==> src/rtl/core_run_sequencer.sv <==
// Bring-up and run sequencer for a bank of datapath cores:
// staggered reset release, start strobe, done collection, timeout guard.
module core_run_sequencer #(
  parameter int NUM_CORES = 4,
  parameter int RST_HOLD  = 8,
  parameter int TIMEOUT   = 1024,
  parameter int CNT_W     = 16
) (
  input  logic                 clock,
  input  logic                 userReset,
  input  logic                 runReq,
  input  logic [NUM_CORES-1:0] coreDone,
  output logic [NUM_CORES-1:0] coreReset,
  output logic                 coreStart,
  output logic                 ready,
  output logic                 busy,
  output logic                 runDone,
  output logic                 timeoutErr,
  output logic [NUM_CORES-1:0] doneMask
);

  localparam int IDX_W = (NUM_CORES > 1) ? $clog2(NUM_CORES) : 1;

  localparam logic [CNT_W-1:0] HOLD_LAST = CNT_W'(RST_HOLD - 1);
  localparam logic [CNT_W-1:0] TO_LAST   = CNT_W'(TIMEOUT - 1);
  localparam logic [IDX_W-1:0] IDX_LAST  = IDX_W'(NUM_CORES - 1);

  typedef enum logic [2:0] {
    S_RESET,
    S_RELEASE,
    S_READY,
    S_START,
    S_WAIT,
    S_DONE,
    S_ERROR
  } state_t;

  state_t               state;
  state_t               stateNxt;
  logic [CNT_W-1:0]     cnt;
  logic [CNT_W-1:0]     cntNxt;
  logic [IDX_W-1:0]     idx;
  logic [IDX_W-1:0]     idxNxt;
  logic [NUM_CORES-1:0] coreResetNxt;
  logic [NUM_CORES-1:0] doneMaskNxt;
  logic                 timeoutErrNxt;
  logic [NUM_CORES-1:0] doneSeen;

  assign doneSeen = doneMask | coreDone;

  // Falling-edge state; reset must reach the cores without waiting for a clock
  always_ff @(negedge clock or negedge userReset) begin
    if (!userReset) begin
      state      <= S_RESET;
      cnt        <= '0;
      idx        <= '0;
      coreReset  <= '1;
      doneMask   <= '0;
      timeoutErr <= 1'b0;
    end else begin
      state      <= stateNxt;
      cnt        <= cntNxt;
      idx        <= idxNxt;
      coreReset  <= coreResetNxt;
      doneMask   <= doneMaskNxt;
      timeoutErr <= timeoutErrNxt;
    end
  end

  always_comb begin
    stateNxt      = state;
    cntNxt        = cnt;
    idxNxt        = idx;
    coreResetNxt  = coreReset;
    doneMaskNxt   = doneMask;
    timeoutErrNxt = timeoutErr;
    unique case (state)
      S_RESET: begin
        stateNxt = S_RELEASE;
        cntNxt   = '0;
        idxNxt   = '0;
      end
      S_RELEASE: begin
        if (cnt == HOLD_LAST) begin
          coreResetNxt[idx] = 1'b0;
          idxNxt            = idx + IDX_W'(1);
          cntNxt            = '0;
          if (idx == IDX_LAST) begin
            stateNxt = S_READY;
          end
        end else begin
          cntNxt = cnt + CNT_W'(1);
        end
      end
      S_READY: begin
        if (runReq) begin
          stateNxt      = S_START;
          doneMaskNxt   = '0;
          timeoutErrNxt = 1'b0;
        end
      end
      S_START: begin
        stateNxt = S_WAIT;
        cntNxt   = '0;
      end
      S_WAIT: begin
        doneMaskNxt = doneSeen;
        cntNxt      = cnt + CNT_W'(1);
        // A last done on the timeout edge still counts as success
        if (&doneSeen) begin
          stateNxt = S_DONE;
        end else if (cnt == TO_LAST) begin
          stateNxt      = S_ERROR;
          timeoutErrNxt = 1'b1;
          coreResetNxt  = '1;
        end
      end
      S_DONE: begin
        stateNxt = S_READY;
      end
      S_ERROR: begin
        stateNxt = S_RELEASE;
        cntNxt   = '0;
        idxNxt   = '0;
      end
      default: begin
        stateNxt = S_RESET;
      end
    endcase
  end

  assign coreStart = (state == S_START);
  assign ready     = (state == S_READY);
  assign runDone   = (state == S_DONE);
  assign busy      = (state == S_START) ||
                     (state == S_WAIT)  ||
                     (state == S_DONE);

endmodule

==> config.mk <==
export PLATFORM = sky130hd
export DESIGN_NAME = core_run_sequencer
export DESIGN_NICKNAME = d
export VERILOG_FILES = /design/src/rtl/core_run_sequencer.sv
export SDC_FILE = /design/constraint.sdc
export NUM_CORES = 1
export LEC_CHECK = 0
export CORE_ASPECT_RATIO = 0.5
export CORE_MARGIN = 4
export CORE_UTILIZATION = 50
export CTS_CLUSTER_SIZE = 14
export DETAILED_ROUTE_END_ITERATION = 8
export PLACE_DENSITY = 0.79
export SETUP_SLACK_MARGIN = 0.02
export SYNTH_ARGS = -nofsm -noshare
export SYNTH_HDL_FRONTEND = slang
export SYNTH_SLANG_ARGS = --single-unit
==> constraint.sdc <==
create_clock -name clock -period 2.2 [get_ports clock]
set_input_delay 0.33 -clock clock [delete_from_list [all_inputs] [get_ports clock]]
set_output_delay 0.33 -clock clock [all_outputs]
set_load 0.01 [all_outputs]
Word-level counts from Yosys, hierarchy flattened

Index checks and enable logic that the tools add are counted.

Bitwise gates (word level): 3
Equal/unequal tests: 15
Reduce and logical (&&, ||, !) cells: 16
Add/subtract/negate cells: 2
Mux-type cells: 22
$lt $le $gt $ge: 2

Operator list:

| cell                                               | count |
|---|---|
| case mux 16 bit (3 select lines)                   | 1 |
| case mux 3 bit (6 select lines)                    | 1 |
| adder 16 x 1 -> 16 bit, second input constant      | 1 |
| == test 16 x 10 -> 1 bit, second input constant    | 1 |
| == test 16 x 3 -> 1 bit, second input constant     | 1 |
| two-way mux 16 bit                                 | 1 |
| two-way mux 4 bit                                  | 4 |
| case mux 4 bit (2 select lines)                    | 2 |
| AND reduction 4 bit                                | 4 |
| two-way mux 3 bit                                  | 5 |
| != test 2 bit, second input constant               | 5 |
| == test 3 bit, second input constant               | 3 |
| == test 3 x 2 -> 1 bit, second input constant      | 2 |
| nonzero test 2 bit                                 | 3 |
| AND 4 bit                                          | 1 |
| two-way mux 1 bit                                  | 4 |
| inverter 4 bit                                     | 1 |
| OR 4 bit                                           | 1 |
| case mux 2 bit (2 select lines)                    | 1 |
| AND reduction 2 bit                                | 2 |
| == test 3 x 1 -> 1 bit, second input constant      | 1 |
| zero test 3 bit                                    | 1 |
| < comparator 2 x 3 -> 1 bit, second input constant | 1 |
| != test 3 bit, second input constant               | 1 |
| 11 further kinds                                   | 12 |

Output and inout port bits: 13
Flip-flop bits (word level): 30
Input port bits: 7

Logic depth before layout (Yosys ltp)

Gate-level depths: netlist of run 1.

Word-level depth: 8
Gate-level depth with buffers: 7

==> reports/qor.csv, run 1 <==
metric,value,unit
status,finished with violations,
failing checks,setup timing,
CP peak stage delay,0.44,ns
DP HPWL,2900,um
area grow syn2layout,38.9,%
Synth Warn #,0,
Hold Path Class,register to register,
Required @ worst endpoint,1.87,ns
GRT Overall Usage,22.0,%
Multi-input gate area,901,um2
R2R Path Start,cnt[1]$_DFFE_NN0P_,
"CTS clk-pin slew, worst paths",0.05,ns
Syn Nets,189,
Sink Count,30,
R2R Setup Slk,0.21,ns
slowest CP cell,dfrtn_1,
Fillers,200,
# rows,14,
Antenna Violating Nets Remaining,0,
Seq pwr share,31.7,%
die footprint,4420,um2
hold path cells,2,
largest net degree at the start of global routing,19,
Worst-Skew Late Latency,0.36,ns
Int Power,1.65,mW
vias in the first global route,1629,
CTS root buf,clkbuf_8,
TritonRoute pass-1 iters,5,
maxcap violations,0,
Worst Path Buf+Inv,2,
Initial Utilization,54.1,%
cts bufs inserted,5,
ant diodes,0,
gr ovfl total,0,
FF+latch area,756,um2
first-pass GRT wire length,7760,um
Avg WL per Cell,17.9,um
# nets final,243,
DRT Wirelength,4870,um
clock share of power,22.2,%
WHS Endpoint,coreReset[1]$_DFFE_NN1P_,
Port-buffer cells,19,
Top delay family on crit path,flip-flops,
RR Endpoint,cnt[0]$_DFFE_NN0P_,
CP Cell Sequence,or3b_4 -> inv_4 -> buf_6,
Fin. Hold Viols,0,
slew margin rel.,73.8,%
clk buf depth,2,
Avg Vias per Cell,6.08,
share of layout cells above drive strength 1,35.8,%
IO Count,20,
most frequent cells in the layout,"buf_4, dfrtn_1, a21oi_1",
startpoint types,register,
initial antenna violation count,0,
Switching Share,37.5,%
WP data arrival,2.42,ns
Die Y,49.1,um
Worst-Margin Slew,0.392,ns
R2R depth,5,
static leakage,1.06,nW
Placer Congestion,0.776,
Comb pwr share,46.1,%
initial DRC count,104,
"Slew Viols, Final",0,
hold_sp,coreReset[1]$_DFFE_NN1P_,
"Seq/Total Area, Yosys",44.8,%
CP Capture Type,output pin,
worst hold margin,0.501,ns
Yosys cell types,45,
cells after synthesis,177,
NetSw,0.990,mW
DRC violations left,0,
crit-path max FO,3,
Power Dens Cells,1130,nW/um2
pre-CTS setup slack,-0.634,ns
worst vdd ir,0.000966,V
die width,90.1,um
"flops & latches, synth",30,
core area,3120,um2
via count,1654,
H-tree Lvls,2,
RSZ-0062 raised after global routing,true,
Mapped Area,1690,um2
CTS tree,done,
clk_skew,0.0666,ns
Final WS setup,-0.554,ns
"most common cell after layout, fill and taps aside",buf_4,
synthesized area per cell,9.53,um2
critical path class,register to output pin,
endpoints failing setup,13,
-- stage by stage --
stage	std cells	power (mW)	cell area (um2)	setup TNS [ns]	utilization [%]
final	272	2.64	2340	-3.17	75.2
after global routing	272	2.79	2340	-3.49	75.2
after CTS	267	2.49	2290	-2.82	73.4
after detailed placement	251	1.91	2130	-8.10	68.3
after global placement	251	1.86	2130	-7.86	68.3
after floorplan	177	1.46	1750	-0.229	-
-- flip-flops by register name, summed over array words and instances, names as in the netlist --
name / count
cnt: 16
coreReset: 4
doneMask: 4
state: 3
idx: 2
timeoutErr: 1
-- cells in the mapped netlist (all sizes together) --
| cell type | n | area, um2 |
|---|---|---|
| nand3 | 7 | 35.0 |
| and3 | 1 | 6.26 |
| and4 | 1 | 8.76 |
| o31a | 1 | 8.76 |
| a22o | 2 | 18.8 |
| a22oi | 3 | 22.5 |
| dfstp | 4 | 105 |
| or3b | 1 | 8.76 |
| ha | 5 | 62.6 |
| clkbuf | 2 | 7.51 |
| nor3 | 2 | 10.0 |
| mux4 | 1 | 22.5 |
| nor2 | 10 | 37.5 |
| xor2 | 1 | 8.76 |
| o21a | 1 | 7.51 |
| o31ai | 8 | 60.1 |
| nand4 | 4 | 31.3 |
| nand2b | 3 | 26.3 |
| a21boi | 2 | 15.0 |
| mux2 | 1 | 15.0 |
| a221o | 1 | 10.0 |
| o21ai | 9 | 45.0 |
| inv | 15 | 56.3 |
| and2 | 2 | 13.8 |
| buf | 5 | 33.8 |
| and4bb | 1 | 12.5 |
| dfrtn | 26 | 651 |
| nand2 | 13 | 48.8 |
| nor4 | 2 | 33.8 |
| nor2b | 3 | 18.8 |
| or3 | 7 | 45.1 |
| a21oi | 20 | 100 |
| o22ai | 3 | 18.8 |
| or4 | 6 | 48.8 |
| o211ai | 2 | 15.0 |
| xnor2 | 2 | 17.5 |
-- worst max path at each step --
| stage | endpoint | startpoint | cells past startpoint |
|---|---|---|---|
| floorplan | ready | state[1]$_DFFE_NN0P_ | 2 |
| global placement | ready | state[1]$_DFFE_NN0P_ | 3 |
| detailed placement | ready | state[1]$_DFFE_NN0P_ | 3 |
| CTS | ready | state[1]$_DFFE_NN0P_ | 3 |
| global route | ready | state[1]$_DFFE_NN0P_ | 3 |
| finish | ready | state[1]$_DFFE_NN0P_ | 3 |
-- metal layers --
metal  up-vias  track usage (%)  wire length, um
li1        750                -                -
met1       818             26.5             2100
met2        65             38.3             2310
met3        21             6.01              295
met4         0             7.36              167
met5         -                0                0
-- power by group through the flow --
stage | combinational (mW) | sequential [mW] | clock (mW)
6_report | 1.22 | 0.836 | 0.588
5_1_grt | 1.31 | 0.854 | 0.623
2_1_floorplan | 0.590 | 0.860 | 0.0141
3_3_place_gp | 1.03 | 0.816 | 0.0141
3_5_place_dp | 1.07 | 0.824 | 0.0141
4_1_cts | 1.10 | 0.825 | 0.564
-- area by class of cell --
type                            instances  area share [%]
Multi-Input combinational cell        125            38.4
Sequential cell                        30            32.2
Timing Repair Buffer                   51            19.4
Clock buffer                            7            4.59
Inverter                               14            2.35
Tap cell                               40            2.14
Clock inverter                          5           0.854
-- worst reg2reg max path, delay by kind of cell (launching register included) --
kind | cells | cell delay, ns
simple gates | 3 | 0.63
mux | 1 | 0.45
fa+ha+maj | 1 | 0.26
flops | 1 | 0.48
-- what timing repair did --
action / 4_1_cts / 5_1_grt
setup endpoints to repair: 20 / 15
gates resized for setup: 86 / 3
pin swaps: 7 / 2
setup buffers: 5 / 5
hold buffers: 0 / 0
-- kinds of logic after synthesis --
group | count (synthesis) | synth area share, %
AO/OA/AOI/OAI | 52 | 19.1
XOR/XNOR | 3 | 1.56
adder cells (fa/ha/maj) | 5 | 3.71
buffers and inverters | 22 | 5.79
flip-flops | 30 | 44.8
multiplexers | 2 | 2.23
AND/OR/NAND/NOR | 63 | 22.8
Power figures use the tool's default switching activity.
==> run 2, diff against run 1 <==
--- a/config.mk
+++ b/config.mk
@@ -5,12 +5,12 @@
 export SDC_FILE = /design/constraint.sdc
 export NUM_CORES = 1
 export LEC_CHECK = 0
-export CORE_ASPECT_RATIO = 0.5
+export CORE_ASPECT_RATIO = 1.4
 export CORE_MARGIN = 4
 export CORE_UTILIZATION = 50
 export CTS_CLUSTER_SIZE = 14
 export DETAILED_ROUTE_END_ITERATION = 8
-export PLACE_DENSITY = 0.79
+export PLACE_DENSITY = 0.81
 export SETUP_SLACK_MARGIN = 0.02
 export SYNTH_ARGS = -nofsm -noshare
 export SYNTH_HDL_FRONTEND = slang
==> constraint.sdc (replaced) <==
create_clock -name clock -period 2.23 [get_ports clock]
set_input_delay 0.3345 -clock clock [delete_from_list [all_inputs] [get_ports clock]]
set_output_delay 0.3345 -clock clock [all_outputs]
set_load 0.01 [all_outputs]
==> run 2 against run 1 <==
Net effect:
- the run still ends with setup timing left
- register-to-register slack got worse by 0.07 ns
- count of clock-buffer cells in the layout rose by 1
- final cell count rose by 1.1%
- wire length fell by 4.5%
- sequential cell count did not move
- final area fell by 0.27%
- highest routed layer unchanged
- largest cell class unchanged
- combinational power fell by 5%
- setup slack improved by 0.028 ns
- sequential power fell by 2.8%
- clock skew barely moved
- non-clock buffer count rose by 4
==> reports/qor.csv, run 2 (same netlist as run 1, synthesis figures left out) <==
metric,value,unit
TritonRoute pass-1 iters,4,
ant diodes,0,
Antenna Violating Nets Remaining,0,
endpoints failing setup,13,
Initial Utilization,53.0,%
Die Y,76.7,um
Worst-Margin Slew,0.419,ns
"CTS clk-pin slew, worst paths",0.05,ns
pre-CTS setup slack,-0.624,ns
initial DRC count,76,
WP data arrival,2.42,ns
die footprint,4380,um2
Avg WL per Cell,16.9,um
post-route setup TNS,-2.78,ns
DP HPWL,3240,um
failing checks,setup timing,
static leakage,1.06,nW
Hold Path Class,register to register,
CTS tree,done,
area grow syn2layout,38.6,%
CP Capture Type,output pin,
share of layout cells above drive strength 1,37.3,%
"Slew Viols, Final",0,
worst vdd ir,0.000757,V
Fin. Hold Viols,0,
initial antenna violation count,0,
cts bufs inserted,5,
most frequent cells in the layout,"buf_4, dfrtn_1, a21oi_1",
DRT Wirelength,4650,um
Final Non-Filler Cells,275,
RSZ-0062 raised after global routing,true,
Sink Count,30,
Power Dens Cells,1060,nW/um2
clk buf depth,2,
GRT Overall Usage,22.1,%
core area,3180,um2
slew margin rel.,72.0,%
DRC violations left,0,
"most common cell after layout, fill and taps aside",buf_4,
Worst-Skew Late Latency,0.35,ns
CTS root buf,clkbuf_8,
Port-buffer cells,19,
# rows,24,
first-pass GRT wire length,7580,um
startpoint types,register,
placed insts,250,
critical path class,register to output pin,
largest net degree at the start of global routing,17,
Finished Cell Area,2340,um2
via count,1627,
worst hold margin,0.502,ns
vias in the first global route,1713,
cts hold-fix bufs,0,
top flop regs,"cnt x16, coreReset x4, doneMask x4",
# nets final,247,
H-tree Lvls,2,
Required @ worst endpoint,1.90,ns
Final WS setup,-0.526,ns
IO Count,20,
Placer Congestion,0.852,
clk_skew,0.0663,ns
die width,57.1,um
gr ovfl total,0,
crit-path max FO,2,
Top reg by flops,cnt,
status,finished with violations,
Avg Vias per Cell,5.92,
maxcap violations,0,
max reg flops,16,
post-place instance area,2120,um2
[run 2: cell types whose count changed in the layout (fill, tap and decap cells not counted), sizes merged]
| cell | previous run | this run |
|---|---|---|
| clkbuf | 7 | 8 |
| buf | 49 | 53 |
| clkinvlp | 1 | 0 |
[run 2: critical path, cell delays in order (launching register included)]
cell and delay [ns]:
dfrtn_1 0.44, or3b_4 0.42, inv_4 0.07, buf_6 0.09
[run 2: through the flow]
stage | total power [mW] | util, %
after floorplan | 1.44 | -
after global routing | 2.64 | 73.4
after CTS | 2.45 | 72.2
final | 2.49 | 73.4
after detailed placement | 1.89 | 66.5
after global placement | 1.83 | 66.5
[run 2: final cells by class]
| type | instances | area, um2 |
|---|---|---|
| inverter | 14 | 55.1 |
| clock inverter | 4 | 15.0 |
| fill | 221 | 846 |
| timing repair buffer | 55 | 465 |
| sequential | 30 | 756 |
| tap | 39 | 48.8 |
| multi-input combinational | 125 | 897 |
| clock buffer | 8 | 100 |
[run 2: layer usage]
layer,up-vias,wire length [um],GRT usage (%)
met5,-,0,0
met2,42,2590,41.0
met4,0,192,14.2
li1,757,-,-
met1,807,1700,20.8
met3,21,173,5.04
[run 2: path summary, 6_finish.rpt]
kind	startpoint	to	slack, ns	cells after the start
max in group asynchronous	userReset	cnt[11]$_DFFE_NN0P_	0.49	2
hold reg to reg	coreReset[1]$_DFFE_NN1P_	coreReset[1]$_DFFE_NN1P_	0.50	2
hold / removal	coreReset[1]$_DFFE_NN1P_	coreReset[1]$_DFFE_NN1P_	0.50	2
setup / recovery	state[1]$_DFFE_NN0P_	ready	-0.53	3
setup reg to reg	state[0]$_DFFE_NN0P_	cnt[14]$_DFFE_NN0P_	0.14	7
min in group asynchronous	userReset	cnt[2]$_DFFE_NN0P_	1.44	2
[run 2: where the power goes]
group	total, mW	internal, mW	switching [mW]	leakage (nW)
Sequential	0.813	0.702	0.111	0.387
Clock	0.513	0.291	0.222	0.0728
Combinational	1.16	0.593	0.568	0.601
[run 2: timing repair]
action,CTS,global route
resized for setup,85,3
setup endpoints to repair,20,21
pin swaps,7,4
setup buffers,10,4
hold endpoints to repair,0,0
==> run 3, diff against run 2 <==
--- a/config.mk
+++ b/config.mk
@@ -12,6 +12,7 @@
 export DETAILED_ROUTE_END_ITERATION = 8
 export PLACE_DENSITY = 0.81
 export SETUP_SLACK_MARGIN = 0.02
+export SKIP_LAST_GASP = 1
 export SYNTH_ARGS = -nofsm -noshare
 export SYNTH_HDL_FRONTEND = slang
 export SYNTH_SLANG_ARGS = --single-unit
==> run 3 against run 2 <==
Net effect:
- register-to-register slack about the same
- highest routed layer unchanged
- first-iteration DRC count stayed put
- largest power group unchanged
- setup slack barely moved
- final cell count unchanged
- the run still ends with setup timing left
- largest cell class unchanged
==> reports/qor.csv, run 3 (same netlist as run 1, synthesis figures left out) <==
metric,value,unit
status,finished with violations,
failing checks,setup timing,
CP Capture Type,output pin,
most frequent cells in the layout,"buf_4, dfrtn_1, a21oi_1",
RSZ-0062 raised after global routing,true,
max reg flops,16,
slowest CP cell,dfrtn_1,
worst vdd ir,0.000757,V
H-tree Lvls,2,
clk_skew,0.0663,ns
Required @ worst endpoint,1.90,ns
maxcap violations,0,
Hold Path Class,register to register,
die width,57.1,um
WP data arrival,2.42,ns
CTS root buf,clkbuf_8,
Sink Count,30,
# rows,24,
GRT Overall Usage,22.1,%
"Power, Total",2.49,mW
Top reg by flops,cnt,
DRC violations left,0,
met3 WL,173,um
FF+latch area,756,um2
cts hold-fix bufs,0,
R2R Setup Slk,0.14,ns
"most common cell after layout, fill and taps aside",buf_4,
Worst-Skew Late Latency,0.35,ns
startpoint types,register,
first-pass GRT wire length,7580,um
pre-CTS setup slack,-0.624,ns
Initial Utilization,53.0,%
IO Count,20,
Fillers,221,
Final WS setup,-0.526,ns
Worst Path Buf+Inv,2,
top routing layer in use,met4,
Die Y,76.7,um
DR WL met2,2590,um
Avg Vias per Cell,5.92,
endpoints failing setup,13,
largest net degree at the start of global routing,17,
Top delay family on crit path,flip-flops,
Power Dens Cells,1060,nW/um2
DRT Wirelength,4650,um
top flop regs,"cnt x16, coreReset x4, doneMask x4",
CP Cell Sequence,or3b_4 -> inv_4 -> buf_6,
"CTS clk-pin slew, worst paths",0.05,ns
placed insts,250,
area grow syn2layout,38.6,%
Port-buffer cells,19,
Placer Congestion,0.852,
gr ovfl total,0,
CTS tree,done,
"Slew Viols, Final",0,
clk buf depth,2,
core area,3180,um2
Antenna Violating Nets Remaining,0,
slew margin rel.,72.0,%
initial DRC count,76,
share of layout cells above drive strength 1,37.3,%
ant diodes,0,
vias in the first global route,1713,
die footprint,4380,um2
routed length on met1,1700,um
TritonRoute pass-1 iters,4,
Final Non-Filler Cells,275,
via count,1627,
static leakage,1.06,nW
Fin. Hold Viols,0,
Worst-Margin Slew,0.419,ns
initial antenna violation count,0,
Multi-input gate area,897,um2
CP peak stage delay,0.44,ns
cts bufs inserted,5,
crit-path max FO,2,
DP HPWL,3240,um
# nets final,247,
Avg WL per Cell,16.9,um
critical path class,register to output pin,
-- run 3: worst reg2reg max path, delay by kind of cell (launching register included) --
kind	cells	cell delay [ns]
simple gates	2	0.86
flops	1	0.38
buf+inv	3	0.45
compound gates	2	0.42
-- run 3: routing by layer --
metal  vias up  track usage, %
met5         -               0
met3        21            5.04
met1       807            20.8
li1        757               -
met4         0            14.2
met2        42            41.0
-- run 3: final cells by class --
cell class / count / area share (%)
Sequential cell: 30 / 32.3
Clock inverter: 4 / 0.642
Tap cell: 39 / 2.09
Timing Repair Buffer: 55 / 19.9
Inverter: 14 / 2.36
Clock buffer: 8 / 4.28
Multi-Input combinational cell: 125 / 38.4
-- run 3: worst paths after layout --
kind                                       endpoint                      from  cells after the start
setup / recovery                              ready      state[1]$_DFFE_NN0P_                      3
hold / removal             coreReset[1]$_DFFE_NN1P_  coreReset[1]$_DFFE_NN1P_                      2
setup reg to reg                cnt[14]$_DFFE_NN0P_      state[0]$_DFFE_NN0P_                      7
hold reg to reg            coreReset[1]$_DFFE_NN1P_  coreReset[1]$_DFFE_NN1P_                      2
max in group asynchronous       cnt[11]$_DFFE_NN0P_                 userReset                      2
min in group asynchronous        cnt[2]$_DFFE_NN0P_                 userReset                      2
-- run 3: where the power goes --
part	internal (mW)	switching [mW]	leakage (nW)
Sequential	0.702	0.111	0.387
Combinational	0.594	0.567	0.601
Clock	0.291	0.222	0.0728
Total	1.59	0.900	1.06
-- run 3: timing repair --
item | 4_1_cts | 5_1_grt
hold endpoints to repair | 0 | 0
pin swaps | 6 | 6
resized for setup | 84 | 4
endpoints found under the setup margin | 20 | 21
setup buffers | 10 | 4
-- run 3: per-stage QoR --
stage          util (%)  hold WS, ns  area [um2]  TNS (ns)
3_3_place_gp       66.5        0.469        2120     -7.65
2_1_floorplan         -        0.472        1750    -0.197
5_1_grt            73.4        0.512        2340     -3.15
6_report           73.4        0.502        2340     -2.79
3_5_place_dp       66.5        0.478        2120     -8.43
4_1_cts            72.1        0.497        2290     -2.76
==> patch 1 (flow settings as in run 1) <==
Change the parameter `CNT_W` from 16 to 24.
--- a/src/rtl/core_run_sequencer.sv
+++ b/src/rtl/core_run_sequencer.sv
@@ -4,7 +4,7 @@
   parameter int NUM_CORES = 4,
   parameter int RST_HOLD  = 8,
   parameter int TIMEOUT   = 1024,
-  parameter int CNT_W     = 16
+  parameter int CNT_W     = 24
 ) (
   input  logic                 clock,
   input  logic                 userReset,
Formal check against the unedited RTL: no difference found for any inputs over 10 cycles, from zero or initial values and one cycle with userReset low; that may be too few to reach the edited logic, so the function may still have changed.
==> patch 1 against run 1 <==
  * The run still ends with setup timing left
  * Power is 5.0% lower
  * Area after synthesis is 27% higher
  * Design area is 18% higher
  * Wire length is 6.4% higher
  * Final cell count is 19% higher
  * Setup slack better by 0.010 ns
  * Count of clock-buffer cells in the layout is 1 higher
  * Sequential cell count is 8 higher
==> patch 1: results (changes against run 1) <==
sequential-to-total area share from yosys stat 0.4478 (about the same); met1 wire length 2.357 mm (+12%); Seq. pwr 0.000850 W (+2%); slack of the worst reg-to-reg path 0.12 ns (-0.09 ns); number of global-route vias before repair 1698 (+4.2%); P_sw 0.0009224 W (-6.9%); Clock Skew 0.07467 ns (+0.008113 ns); hold_ws 0.4631 ns (-0.03836 ns); R2R Path End cnt[23]; grt met1 use 0.2570 (-0.008438); Worst IR Drop VDD 0.0005484 V (-43%); Place WS -0.6889 ns (-0.05463 ns); Final WS setup -0.5435 ns (+0.01021 ns); status finished with violations; average size of a mapped cell 9.975 um^2 (+4.7%); Inst Count DP 297 (+18%); CP Max Fanout 4 (+1); Setup-failing EPs final 14 (+1); GRT met3 Usage 0.06727 (+0.007178); ratio of cells with drive above 1 in the final layout 0.3333 (-0.02443); met2 Track Usage GR 0.3136 (-0.06959); Layout Cells excl Fill 324 (+19%); post-DP HPWL 3.091 mm (+6.6%); Fillers 266 (+33%); worst r2r path cells 7 (+2); Cell variety after synth 49 (+8.9%); violated checks setup timing; largest registers cnt x24, coreReset x4, doneMask x4; Via Count 1840 (+11%)
## patch 1: what timing repair did
| action | in CTS | in global routing |
|---|---|---|
| pin swaps | 11 | 8 |
| hold buffers | 0 | 0 |
| resized for setup | 84 | 5 |
| endpoints found under the setup margin | 20 | 15 |
| buffers inserted | 10 | 6 |
## patch 1: worst min-delay path by stage
| stage | from | end | cells past startpoint |
|---|---|---|---|
| 2_1_floorplan | cnt[0] | cnt[0] | 2 |
| 3_3_place_gp | cnt[0] | cnt[0] | 2 |
| 3_5_place_dp | timeoutErr | timeoutErr | 2 |
| 4_1_cts | timeoutErr | timeoutErr | 2 |
| 5_1_grt | timeoutErr | timeoutErr | 2 |
| 6_report | timeoutErr | timeoutErr | 2 |
## patch 1: worst min-delay path: stages, from the launching register on
cell	delay, ns
dfrtn_1	0.40
o21ai_0	0.08
nand2b_1	0.07
## patch 1: layout make-up
| class | count | area [um^2] | share of cell area |
|---|---|---|---|
| multi-input cells | 159 | 1156 | 0.4164 |
| flip-flops and latches | 38 | 955.9 | 0.3443 |
| repair buffers | 53 | 449.2 | 0.1618 |
| clock buffers | 8 | 100.1 | 0.03605 |
| well taps | 54 | 67.56 | 0.02434 |
| inverters | 8 | 32.53 | 0.01172 |
| clock inverters | 4 | 15.01 | 0.005408 |
## patch 1: kinds of logic after synthesis
family,count (synthesis),synth area share
AND/OR/NAND/NOR,101,0.2925
flip-flops,38,0.4478
AO/OA/AOI/OAI,30,0.09379
XOR/XNOR,21,0.08617
buffers and inverters,17,0.03986
adder cells (fa/ha/maj),5,0.02931
multiplexers,2,0.01055
## patch 1: per-stage QoR
stage | util | total power, W
floorplan | - | 0.001428
global placement | 0.6319 | 0.001766
detailed placement | 0.6319 | 0.001790
CTS | 0.6775 | 0.002410
global route | 0.6934 | 0.002651
finish | 0.6934 | 0.002511
==> patch 2 (config.mk and constraints of run 1) <==
Without the edit above. Encoding of `state_t`: now one-hot (7 bits for 7 states).
--- a/src/rtl/core_run_sequencer.sv
+++ b/src/rtl/core_run_sequencer.sv
@@ -25,14 +25,14 @@
   localparam logic [CNT_W-1:0] TO_LAST   = CNT_W'(TIMEOUT - 1);
   localparam logic [IDX_W-1:0] IDX_LAST  = IDX_W'(NUM_CORES - 1);
 
-  typedef enum logic [2:0] {
-    S_RESET,
-    S_RELEASE,
-    S_READY,
-    S_START,
-    S_WAIT,
-    S_DONE,
-    S_ERROR
+  typedef enum logic [6:0] {
+    S_RESET   = 7'b0000001,
+    S_RELEASE = 7'b0000010,
+    S_READY   = 7'b0000100,
+    S_START   = 7'b0001000,
+    S_WAIT    = 7'b0010000,
+    S_DONE    = 7'b0100000,
+    S_ERROR   = 7'b1000000
   } state_t;
 
   state_t               state;
Formal check against the unedited RTL: no difference found for any inputs over 10 cycles, from zero or initial values and one cycle with userReset low; not proved beyond that.
==> patch 2 against run 1 <==
  * The flow still finishes with violations (setup timing)
  * Setup slack lost 0.15 ns
  * Final cell count grew 6.6%
  * Via count grew 0.48%
  * Combinational power shrank 27%
  * Core utilization shrank 1.2 points
  * Sequential cell count grew 4
  * Power shrank 14%
  * Area after synthesis grew 12%
  * Synthesized cell count grew 0.56%
  * Wire length grew 2.4%
  * Design area grew 11%
  * Largest cell class unchanged
  * Highest routed layer unchanged
==> patch 2: results (changes against run 1) <==
worst r2r path cells 7 (+2); top cells by count, synth dfrtn_1 (29), nor2_1 (17), xnor2_1 (14), nand2_1 (11), nand3_1 (9); Clock Skew 0.06370 ns (-0.002858 ns); R2R Path End cnt[8]; Final WS setup -0.7036 ns (-0.1498 ns); Pwr Total 0.002271 W (-14%); top cells by area, synth dfrtn_1 (38%), dfstp_2 (6.9%), xnor2_1 (6.5%); Layout Cells excl Fill 290 (+6.6%); setup_tns -3.901 ns (-0.7274 ns); Least-Margin Pin Slew 0.4756 ns (+0.08375 ns); ratio of cells with drive above 1 in the final layout 0.3891 (+0.03136); routability cong. 0.8807 (+14%); xor and xnor fraction of the mapped netlist area 0.07393 (+0.05835); Layout Nets 250 (+2.9%); vias per cell 5.731 (-5.8%); Avg WL per Cell 17.20 um (-3.9%); slack of the worst reg-to-reg path 0.14 ns (-0.07 ns); WHS Path Cells 1 (-1); Synth Area in Compound Gates 0.1776 (-0.01310); GRT Overall Usage 0.2172 (-0.002562); CP Max Fanout 4 (+1); post_cts resized 64 (-26%); drt first pass iters 4 (-1); # clk buffers 6 (-1); non-clk buf share 0.1683 (-0.02554); share of power burned in the clock network 0.259 (+0.037); largest registers cnt x16, state x7; Post-Synth Adder-Cell Area 0.03300 (-0.004089); average size of a mapped cell 10.65 um^2 (+12%); Post-DP Area 0.002417 mm^2 (+13%); multi-input gates 133 (+6.4%); Logic inverters 5 (-9); Finished Cell Area 0.002610 mm^2 (+11%); Leakage Power 1.172 nW (+11%); Post-CTS Setup Inserts 4 (-1); Sequential cell area 857.1 um^2 (+13%); first-pass GRT wire length 8.010 mm (+3.3%); Setup-failing EPs final 13 (unchanged); CTS sink count 34 (+13%); sequential-to-total area share from yosys stat 0.4521 (+0.004074); Cell variety after synth 48 (+6.7%); number of global-route vias before repair 1662 (+2.0%); Net Count, Synth 190 (+0.53%); Worst IR Drop VDD 0.0004232 V (-56%); status finished with violations; pin count of the biggest net entering global routing 22 (+3); violated checks setup timing; multiplexer share of the synthesized area 0.01650 (-0.005754); Mapped Cells 178 (+0.56%); sw frac 0.3891 (+0.01418)
[patch 2: cell count changes after synthesis, sizes merged, moves of 6 or more]
cell / run 1 / this run
inv: 15 / 6
or3: 7 / 0
a2111oi: 0 / 6
o31ai: 8 / 0
or4: 6 / 0
xnor2: 2 / 14
a21oi: 20 / 6
nor2: 10 / 20
[patch 2: worst min-delay path by stage]
stage / slack [ns] / start / to
4_1_cts: 0.47 / timeoutErr / timeoutErr
2_1_floorplan: 0.46 / cnt[0] / cnt[0]
3_5_place_dp: 0.47 / timeoutErr / timeoutErr
6_report: 0.47 / timeoutErr / timeoutErr
3_3_place_gp: 0.43 / timeoutErr / timeoutErr
5_1_grt: 0.48 / timeoutErr / timeoutErr
[patch 2: metal layers]
| metal | track usage | routed length [um] | up-vias |
|---|---|---|---|
| li1 | - | - | 767 |
| met1 | 0.2715 | 2146 | 808 |
| met2 | 0.3673 | 2368 | 75 |
| met3 | 0.06069 | 377 | 12 |
| met4 | 0.06938 | 95 | 0 |
| met5 | 0 | 0 | - |
